**src/rtl/mem_resp_pkg.sv**
```systemverilog
// Shared encodings, FSM state type and byte-enable helper for the memory responder.
package mem_resp_pkg;

    localparam logic [1:0] SIZE_BYTE = 2'b00;
    localparam logic [1:0] SIZE_HALF = 2'b01;
    localparam logic [1:0] SIZE_WORD = 2'b10;
    localparam logic [1:0] SIZE_RSVD = 2'b11;

    typedef enum logic [1:0] {
        ST_IDLE = 2'd0,
        ST_WAIT = 2'd1,
        ST_RESP = 2'd2
    } state_t;

    // Lane enables for a store; a half uses lanes {1,0} or {3,2} chosen by a[1].
    function automatic logic [3:0] byte_en(input logic [1:0] size, input logic [1:0] a);
        logic [3:0] be;
        be = 4'b0000;
        case (size)
            SIZE_BYTE: be = 4'b0001 << a;
            SIZE_HALF: be = a[1] ? 4'b1100 : 4'b0011;
            SIZE_WORD: be = 4'b1111;
            default:   be = 4'b0000;
        endcase
        return be;
    endfunction

endpackage

```
**src/rtl/mem_responder_if.sv**
```systemverilog
// CPU <-> memory responder request/response bundle.
interface mem_responder_if;
    import mem_resp_pkg::*;

    logic        req;
    logic        we;
    logic [1:0]  size;
    logic [31:0] addr;
    logic [31:0] wdata;
    logic        busy;
    logic        ack;
    logic        err;
    logic [31:0] rdata;

    modport master (
        output req, we, size, addr, wdata,
        input  busy, ack, err, rdata
    );

    modport slave (
        input  req, we, size, addr, wdata,
        output busy, ack, err, rdata
    );

endinterface

```
**src/rtl/mem_resp_ram.sv**
```systemverilog
// Byte-lane storage: one array per lane, synchronous write, combinational read so a
// load result can be registered on the same edge that commits a store.
module mem_resp_ram #(
    parameter int DEPTH_WORDS = 64,
    localparam int AW = $clog2(DEPTH_WORDS)
) (
    input  logic          clk,
    input  logic          we_i,
    input  logic [3:0]    be_i,
    input  logic [AW-1:0] idx_i,
    input  logic [31:0]   wdata_i,
    output logic [31:0]   rdata_o
);

    genvar gi;
    generate
        for (gi = 0; gi < 4; gi++) begin : g_lane
            logic [7:0] lane_mem [DEPTH_WORDS];

            always_ff @(posedge clk) begin
                if (we_i && be_i[gi]) begin
                    lane_mem[idx_i] <= wdata_i[gi*8 +: 8];
                end
            end

            assign rdata_o[gi*8 +: 8] = lane_mem[idx_i];
        end
    endgenerate

endmodule

```
**src/rtl/mem_responder.sv**
```systemverilog
// Wait-state memory responder with alignment/range checking.
// Define MEM_RESP_SUBWORD_EN to enable byte/half accesses; otherwise every access is a word.
module mem_responder
    import mem_resp_pkg::*;
#(
    parameter int DEPTH_WORDS = 64,
    parameter int WAIT_CYCLES = 2
) (
    input  logic          clk,
    input  logic          reset,
    mem_responder_if.slave bus
);

    localparam int         AW        = $clog2(DEPTH_WORDS);
    localparam logic [3:0] WAIT_INIT = 4'(WAIT_CYCLES > 0 ? WAIT_CYCLES - 1 : 0);

    state_t         state_q, state_d;
    logic [3:0]     cnt_q, cnt_d;
    logic           we_q;
    logic [AW+1:0]  addr_q;
    logic [31:0]    wdata_q;
    logic           err_cap_q;
    logic           err_q;
    logic [31:0]    rdata_q;

    logic           live_err;
    logic           is_idle;
    logic           capture;
    logic           enter_resp;
    logic           acc_we;
    logic           acc_err;
    logic [AW+1:0]  acc_addr;
    logic [31:0]    acc_wdata;
    logic [3:0]     ram_be;
    logic           ram_we;
    logic [31:0]    ram_rdata;
    logic [31:0]    ld_shift;
    logic [31:0]    ld_data;

`ifdef MEM_RESP_SUBWORD_EN
    logic [1:0]     size_q;
    logic [1:0]     acc_size;
`endif

    assign is_idle = (state_q == ST_IDLE);
    assign capture = is_idle && bus.req;

    // Error classification of the live request; only consumed at capture.
    always_comb begin
        logic misalign;
        logic reserved;
        logic out_of_range;
        misalign = 1'b0;
        reserved = 1'b0;
`ifdef MEM_RESP_SUBWORD_EN
        case (bus.size)
            SIZE_HALF: misalign = bus.addr[0];
            SIZE_WORD: misalign = (bus.addr[1:0] != 2'b00);
            default:   misalign = 1'b0;
        endcase
        reserved = (bus.size == SIZE_RSVD);
`else
        misalign = (bus.addr[1:0] != 2'b00);
`endif
        out_of_range = (bus.addr[31:2] >= 30'(DEPTH_WORDS));
        live_err = misalign | reserved | out_of_range;
    end

    // FSM next state and wait counter.
    always_comb begin
        state_d = state_q;
        cnt_d   = cnt_q;
        case (state_q)
            ST_IDLE: begin
                if (bus.req) begin
                    if (WAIT_CYCLES > 0) begin
                        state_d = ST_WAIT;
                        cnt_d   = WAIT_INIT;
                    end else begin
                        state_d = ST_RESP;
                    end
                end
            end
            ST_WAIT: begin
                if (cnt_q == 4'd0) begin
                    state_d = ST_RESP;
                end else begin
                    cnt_d = cnt_q - 4'd1;
                end
            end
            ST_RESP: state_d = ST_IDLE;
            default: state_d = ST_IDLE;
        endcase
    end

    assign enter_resp = (state_d == ST_RESP) && (state_q != ST_RESP);

    // With zero wait states the access completes on its capture edge, so take it live.
    assign acc_we    = is_idle ? bus.we               : we_q;
    assign acc_addr  = is_idle ? bus.addr[AW+1:0]     : addr_q;
    assign acc_wdata = is_idle ? bus.wdata            : wdata_q;
    assign acc_err   = is_idle ? live_err             : err_cap_q;

`ifdef MEM_RESP_SUBWORD_EN
    assign acc_size = is_idle ? bus.size : size_q;
    assign ram_be   = byte_en(acc_size, acc_addr[1:0]);
`else
    assign ram_be   = 4'b1111;
`endif

    assign ram_we = enter_resp && acc_we && !acc_err;

    mem_resp_ram #(
        .DEPTH_WORDS (DEPTH_WORDS)
    ) u_ram (
        .clk     (clk),
        .we_i    (ram_we),
        .be_i    (ram_be),
        .idx_i   (acc_addr[AW+1:2]),
        .wdata_i (acc_wdata << {acc_addr[1:0], 3'b000}),
        .rdata_o (ram_rdata)
    );

    assign ld_shift = ram_rdata >> {acc_addr[1:0], 3'b000};

    always_comb begin
        ld_data = ld_shift;
`ifdef MEM_RESP_SUBWORD_EN
        case (acc_size)
            SIZE_BYTE: ld_data = {24'd0, ld_shift[7:0]};
            SIZE_HALF: ld_data = {16'd0, ld_shift[15:0]};
            default:   ld_data = ld_shift;
        endcase
`endif
    end

    always_ff @(posedge clk or negedge reset) begin
        if (!reset) begin
            state_q   <= ST_IDLE;
            cnt_q     <= 4'd0;
            we_q      <= 1'b0;
            addr_q    <= '0;
            wdata_q   <= 32'd0;
            err_cap_q <= 1'b0;
            err_q     <= 1'b0;
            rdata_q   <= 32'd0;
`ifdef MEM_RESP_SUBWORD_EN
            size_q    <= SIZE_WORD;
`endif
        end else begin
            state_q <= state_d;
            cnt_q   <= cnt_d;
            if (capture) begin
                we_q      <= bus.we;
                addr_q    <= bus.addr[AW+1:0];
                wdata_q   <= bus.wdata;
                err_cap_q <= live_err;
`ifdef MEM_RESP_SUBWORD_EN
                size_q    <= bus.size;
`endif
            end
            // Response registers only change when a new response is produced.
            if (enter_resp) begin
                err_q   <= acc_err;
                rdata_q <= (acc_err || acc_we) ? 32'd0 : ld_data;
            end
        end
    end

    assign bus.busy  = (state_q != ST_IDLE);
    assign bus.ack   = (state_q == ST_RESP);
    assign bus.err   = err_q;
    assign bus.rdata = rdata_q;

endmodule
```
**src/flat_wrapper.sv**
```systemverilog
// flat-port wrapper written by rule: the top's interface ports become plain ports
module mem_responder_flat import mem_resp_pkg::*;
#(
    parameter int DEPTH_WORDS = 64,
    parameter int WAIT_CYCLES = 2
)
  (clk, reset, bus_req, bus_we, bus_size, bus_addr, bus_wdata, bus_busy, bus_ack, bus_err, bus_rdata);
  mem_responder_if bus_i ();
  input  logic clk;
  input  logic reset;
  input wire logic [$bits(bus_i.req)-1:0] bus_req;
  input wire logic [$bits(bus_i.we)-1:0] bus_we;
  input wire logic [$bits(bus_i.size)-1:0] bus_size;
  input wire logic [$bits(bus_i.addr)-1:0] bus_addr;
  input wire logic [$bits(bus_i.wdata)-1:0] bus_wdata;
  output wire logic [$bits(bus_i.busy)-1:0] bus_busy;
  output wire logic [$bits(bus_i.ack)-1:0] bus_ack;
  output wire logic [$bits(bus_i.err)-1:0] bus_err;
  output wire logic [$bits(bus_i.rdata)-1:0] bus_rdata;
  assign bus_i.req = bus_req;
  assign bus_i.we = bus_we;
  assign bus_i.size = bus_size;
  assign bus_i.addr = bus_addr;
  assign bus_i.wdata = bus_wdata;
  assign bus_busy = bus_i.busy;
  assign bus_ack = bus_i.ack;
  assign bus_err = bus_i.err;
  assign bus_rdata = bus_i.rdata;
  mem_responder #(.DEPTH_WORDS(DEPTH_WORDS), .WAIT_CYCLES(WAIT_CYCLES)) u_core (.clk(clk), .reset(reset), .bus(bus_i));
endmodule
```
**config.mk**
```make
export PLATFORM = sky130hd
export DESIGN_NAME = mem_responder_flat
export DESIGN_NICKNAME = d
export VERILOG_FILES = /design/src/rtl/mem_resp_pkg.sv /design/src/rtl/mem_responder_if.sv /design/src/rtl/mem_resp_ram.sv /design/src/rtl/mem_responder.sv /design/src/flat_wrapper.sv
export SDC_FILE = /design/constraint.sdc
export NUM_CORES = 2
export LEC_CHECK = 0
export BUFFER_PORTS_ARGS = -buffer_cell sky130_fd_sc_hd__buf_2
export CORE_MARGIN = 4
export CORE_UTILIZATION = 50
export CTS_CLUSTER_SIZE = 30
export DETAILED_ROUTE_END_ITERATION = 12
export HOLD_SLACK_MARGIN = 0.03
export PLACE_DENSITY = 0.66
export SYNTH_ARGS = -nofsm -noshare
export SYNTH_HDL_FRONTEND = slang
export SYNTH_HIERARCHICAL = 1
export SYNTH_SLANG_ARGS = --single-unit
```
**constraint.sdc**
```tcl
create_clock -name clk -period 4.3 [get_ports clk]
set_clock_uncertainty 0.1 [all_clocks]
set_input_delay 0.215 -clock clk [delete_from_list [all_inputs] [get_ports clk]]
set_output_delay 0.215 -clock clk [all_outputs]
set_load 0.005 [all_outputs]
```
==> impl_metrics.ini <==
[layout]
final_core_util_pct = 59.7
fillers = 12100
design_area_um2 = 98900
layout_common_cells = edfxtp_1 (2048), buf_4 (590), nor2_1 (411), a22oi_1 (331), mux2i_1 (235)
nNetsFinal = 5631
area_delta_synth_final_pct = 18.4
layout-drive-gt1-share_pct = 24.9
final_common_cell = edfxtp_1

[pwr]
powerDensity_nw_per_um2 = 867
p_int_mw = 51.6
seqPwrFrac_pct = 33.8
clkPwrFrac_pct = 20.9
power.net_switching_mw = 34.1
vdd_drop_max_mv = 1.16
p_leak_nw = 33.2
pwr-share-comb_pct = 45.3
p_sw_share_pct = 39.8

[worst_setup_path]
cp-start-kind = register
required_ns = 4.71
reg2reg_slack_ns = 0.04
cp-end-kind = register
rr_worst_depth = 11
worstSetupPathType = register to register
crit-reg2reg-capture = u_core/u_ram/g_lane[2].lane_mem[41][7]
worstReg2RegStart = u_core/state_q[0]
critical_path.cell_chain = nor2_8 -> buf_6 -> nand2_1 -> nand2_4 -> buf_12 -> nand2b_2 -> buf_4 -> nor2_2 -> nand2_1 -> nor2_1 -> buf_4
max_stage_delay_ns = 0.63
critPathSlowestCell = nand2_1
path_max_fanout = 19
crit_arrival_ns = 4.67

[yosys]
synth_edf_count = 2048
synth_seq_area_share_pct = 76.1
async_flop_share_pct = 3.80
ys.flop_type = edfxtp_1
synthAdderAreaFrac_pct = 0.0300
yosys.area_share.xor_xnor_pct = 0.0210
synth_seq_cells = 2129
syn_area_um2 = 83500
synthCells = 4889
avgSynthCellArea_um2 = 17.1
ys_types = 64
muxShareOfSynthArea_pct = 8.27
synth_top_family_by_area = compound AO/OA/AOI/OAI gates
synth_compound_area_share_pct = 9.69
yosysWarnings = 6
synthSimpleGateAreaFrac_pct = 3.85

[hold_path]
hold_path_end = u_core/we_q
worst_hold_path.num_cells = 3
min_path_type = primary input to register
holdCritStartpoint = bus_we

[grt]
grt_pass1_wl_mm = 355
grt_start_max_net_pins = 65
grt_remaining_overflow = 0
grt_usage_pct = 28.1
grt_pass1_vias = 50300
antenna_found_initial = 6

[detailed_routing]
vias = 51000
routed_wl_mm = 247
highest_layer = met4
drcViolationCount = 0
viasPerCell = 6.43
wl_met1_mm = 92.9
drtAntennaViolNets = 0
drt_first_pass_iters = 8
drt-wirelength-per-cell_um = 31.2
route.met2.wl_mm = 114
drt_iter0_markers = 7606
wl_met3_mm = 27.8

[sta]
slew_headroom_pct = 18.4
period_share_pct = 99.1
post-route-min-period_ns = 4.26
tns_ns = 0
hold_violations = 0
rsz0062_at_grt = no
hold_ws_ns = 0.0728
fmax_ghz = 0.235
tightest_slew_ns = 1.22
report.final.slew_viol_count = 0
setup_viol = 0

[floorplanning]
initial_core_util_pct = 50.5
die_h_um = 417
core_um2 = 166000
rows = 149
die_width_um = 417
io_pins = 105
die-area_um2 = 174000

[place]
gp_congestion = 0.916
port_buffers = 102
dpl.hpwl_mm = 160
placed_cell_area_um2 = 91600

[clock_network]
clock-root-buffer = clkbuf_16
post_cts_buffers = 0
cts_tree = yes
cts_num_sinks = 2129
numCtsBuffers = 207
clk_pin_slew_ns = 0.06
insertion_delay_ns = 0.84
htree_levels = 4
cts_buffer_depth = 3

[job]
drv_cap = 0

[run_status]
status = completed
==> what timing repair did <==
item	4_1_cts	5_1_grt
hold buffers	49	0
endpoints found under the setup margin	98	23
gates resized for setup	6	6
hold endpoints to repair	159	0
gates cloned	0	1
pin swaps	0	1
==> cell type report <==
type                            instances  area [um2]  share of cell area (%)
Multi-Input combinational cell       2387       18800                    19.0
Timing Repair Buffer                  817        6980                    7.05
Tap cell                             2189        2740                    2.77
Clock inverter                        108        1080                    1.09
Clock buffer                          275        5660                    5.72
Antenna cell                            2        5.00                 0.00506
Sequential cell                      2129       63500                    64.2
Inverter                               17        67.6                  0.0683
==> synthesized netlist by cell type, types with 14 or more instances <==
library cell,instances,area (um2)
mux2i_1,243,2430
buf_6,16,180
dfrtp_1,81,2030
clkbuf_1,192,721
a221o_1,17,170
a211oi_1,31,233
o221ai_1,23,201
or4_1,28,210
o22ai_1,221,1380
a311oi_1,16,140
buf_2,92,460
nand3_1,19,95.1
buf_4,21,158
o31ai_1,26,195
a22oi_1,331,2480
buf_1,38,143
nor3_1,25,125
nand4_1,17,106
a22o_1,39,342
o21ai_0,79,395
nand2_1,167,627
mux4_2,125,2820
a21oi_1,108,541
o2bb2ai_1,15,131
and3_1,14,87.6
a221oi_1,179,1570
nor2_1,431,1620
a222oi_1,15,150
inv_1,15,56.3
mux2_2,128,1440
edfxtp_1,2048,61500
==> stage by stage <==
| stage | power [mW] | setup WS, ns | cells |
|---|---|---|---|
| 2_1_floorplan | 48.3 | 0.331 | 4892 |
| 3_3_place_gp | 66.5 | -0.169 | 7488 |
| 3_5_place_dp | 67.1 | -0.238 | 7489 |
| 4_1_cts | 85.0 | 0.0155 | 7921 |
| 5_1_grt | 88.2 | 0.0111 | 7922 |
| 6_report | 85.7 | 0.0390 | 7924 |
==> worst max path at each step <==
stage	startpoint	end	slack [ns]
global placement	u_core/state_q[1]	u_core/u_ram/g_lane[2].lane_mem[1][2]	-0.17
detailed placement	u_core/state_q[1]	u_core/u_ram/g_lane[2].lane_mem[1][7]	-0.24
CTS	u_core/state_q[1]	u_core/bus.rdata[3]	0.02
finish	u_core/state_q[0]	u_core/u_ram/g_lane[2].lane_mem[41][7]	0.04
global route	u_core/state_q[1]	u_core/bus.rdata[5]	0.01
floorplan	u_core/state_q[0]	u_core/u_ram/g_lane[3].lane_mem[0][5]	0.33
==> power by group through the flow <==
stage | sequential [mW] | clock, mW | combinational [mW]
floorplan | 29.7 | 0 | 18.6
global placement | 29.4 | 0 | 37.1
detailed placement | 29.4 | 0 | 37.7
CTS | 29.0 | 18.1 | 37.9
global route | 29.0 | 19.0 | 40.1
finish | 29.0 | 17.9 | 38.8
==> cell families (layout without fill, tap and decap cells) <==
group,after synthesis,after routing
buf+inv,377,1217
other cells,1,6
simple gates,750,751
flops,2129,2129
compound gates,1118,1118
fa+ha+maj,2,2
mux,510,510
xor+xnor,2,2
==> metal layers <==
layer,vias to the layer above,track usage [%]
li1,21300,-
met1,25900,38.2
met2,3209,43.4
met3,594,6.74
met4,0,12.6
met5,-,0
==> flip-flops by register name, indices dropped and copies added, names as in the netlist <==
signal	count
u_core/addr_q	8
u_core/bus.err	1
u_core/bus.rdata	32
u_core/cnt_q	4
u_core/err_cap_q	1
u_core/state_q	2
u_core/u_ram/g_lane.lane_mem	2048
u_core/wdata_q	32
u_core/we_q	1
==> critical path, delay by kind of cell, from the launching register on <==
family        cells  cell delay, ns
flops             1            0.45
simple gates      7            2.36
buf+inv           4            0.97
(Power assumes the default switching activity.)
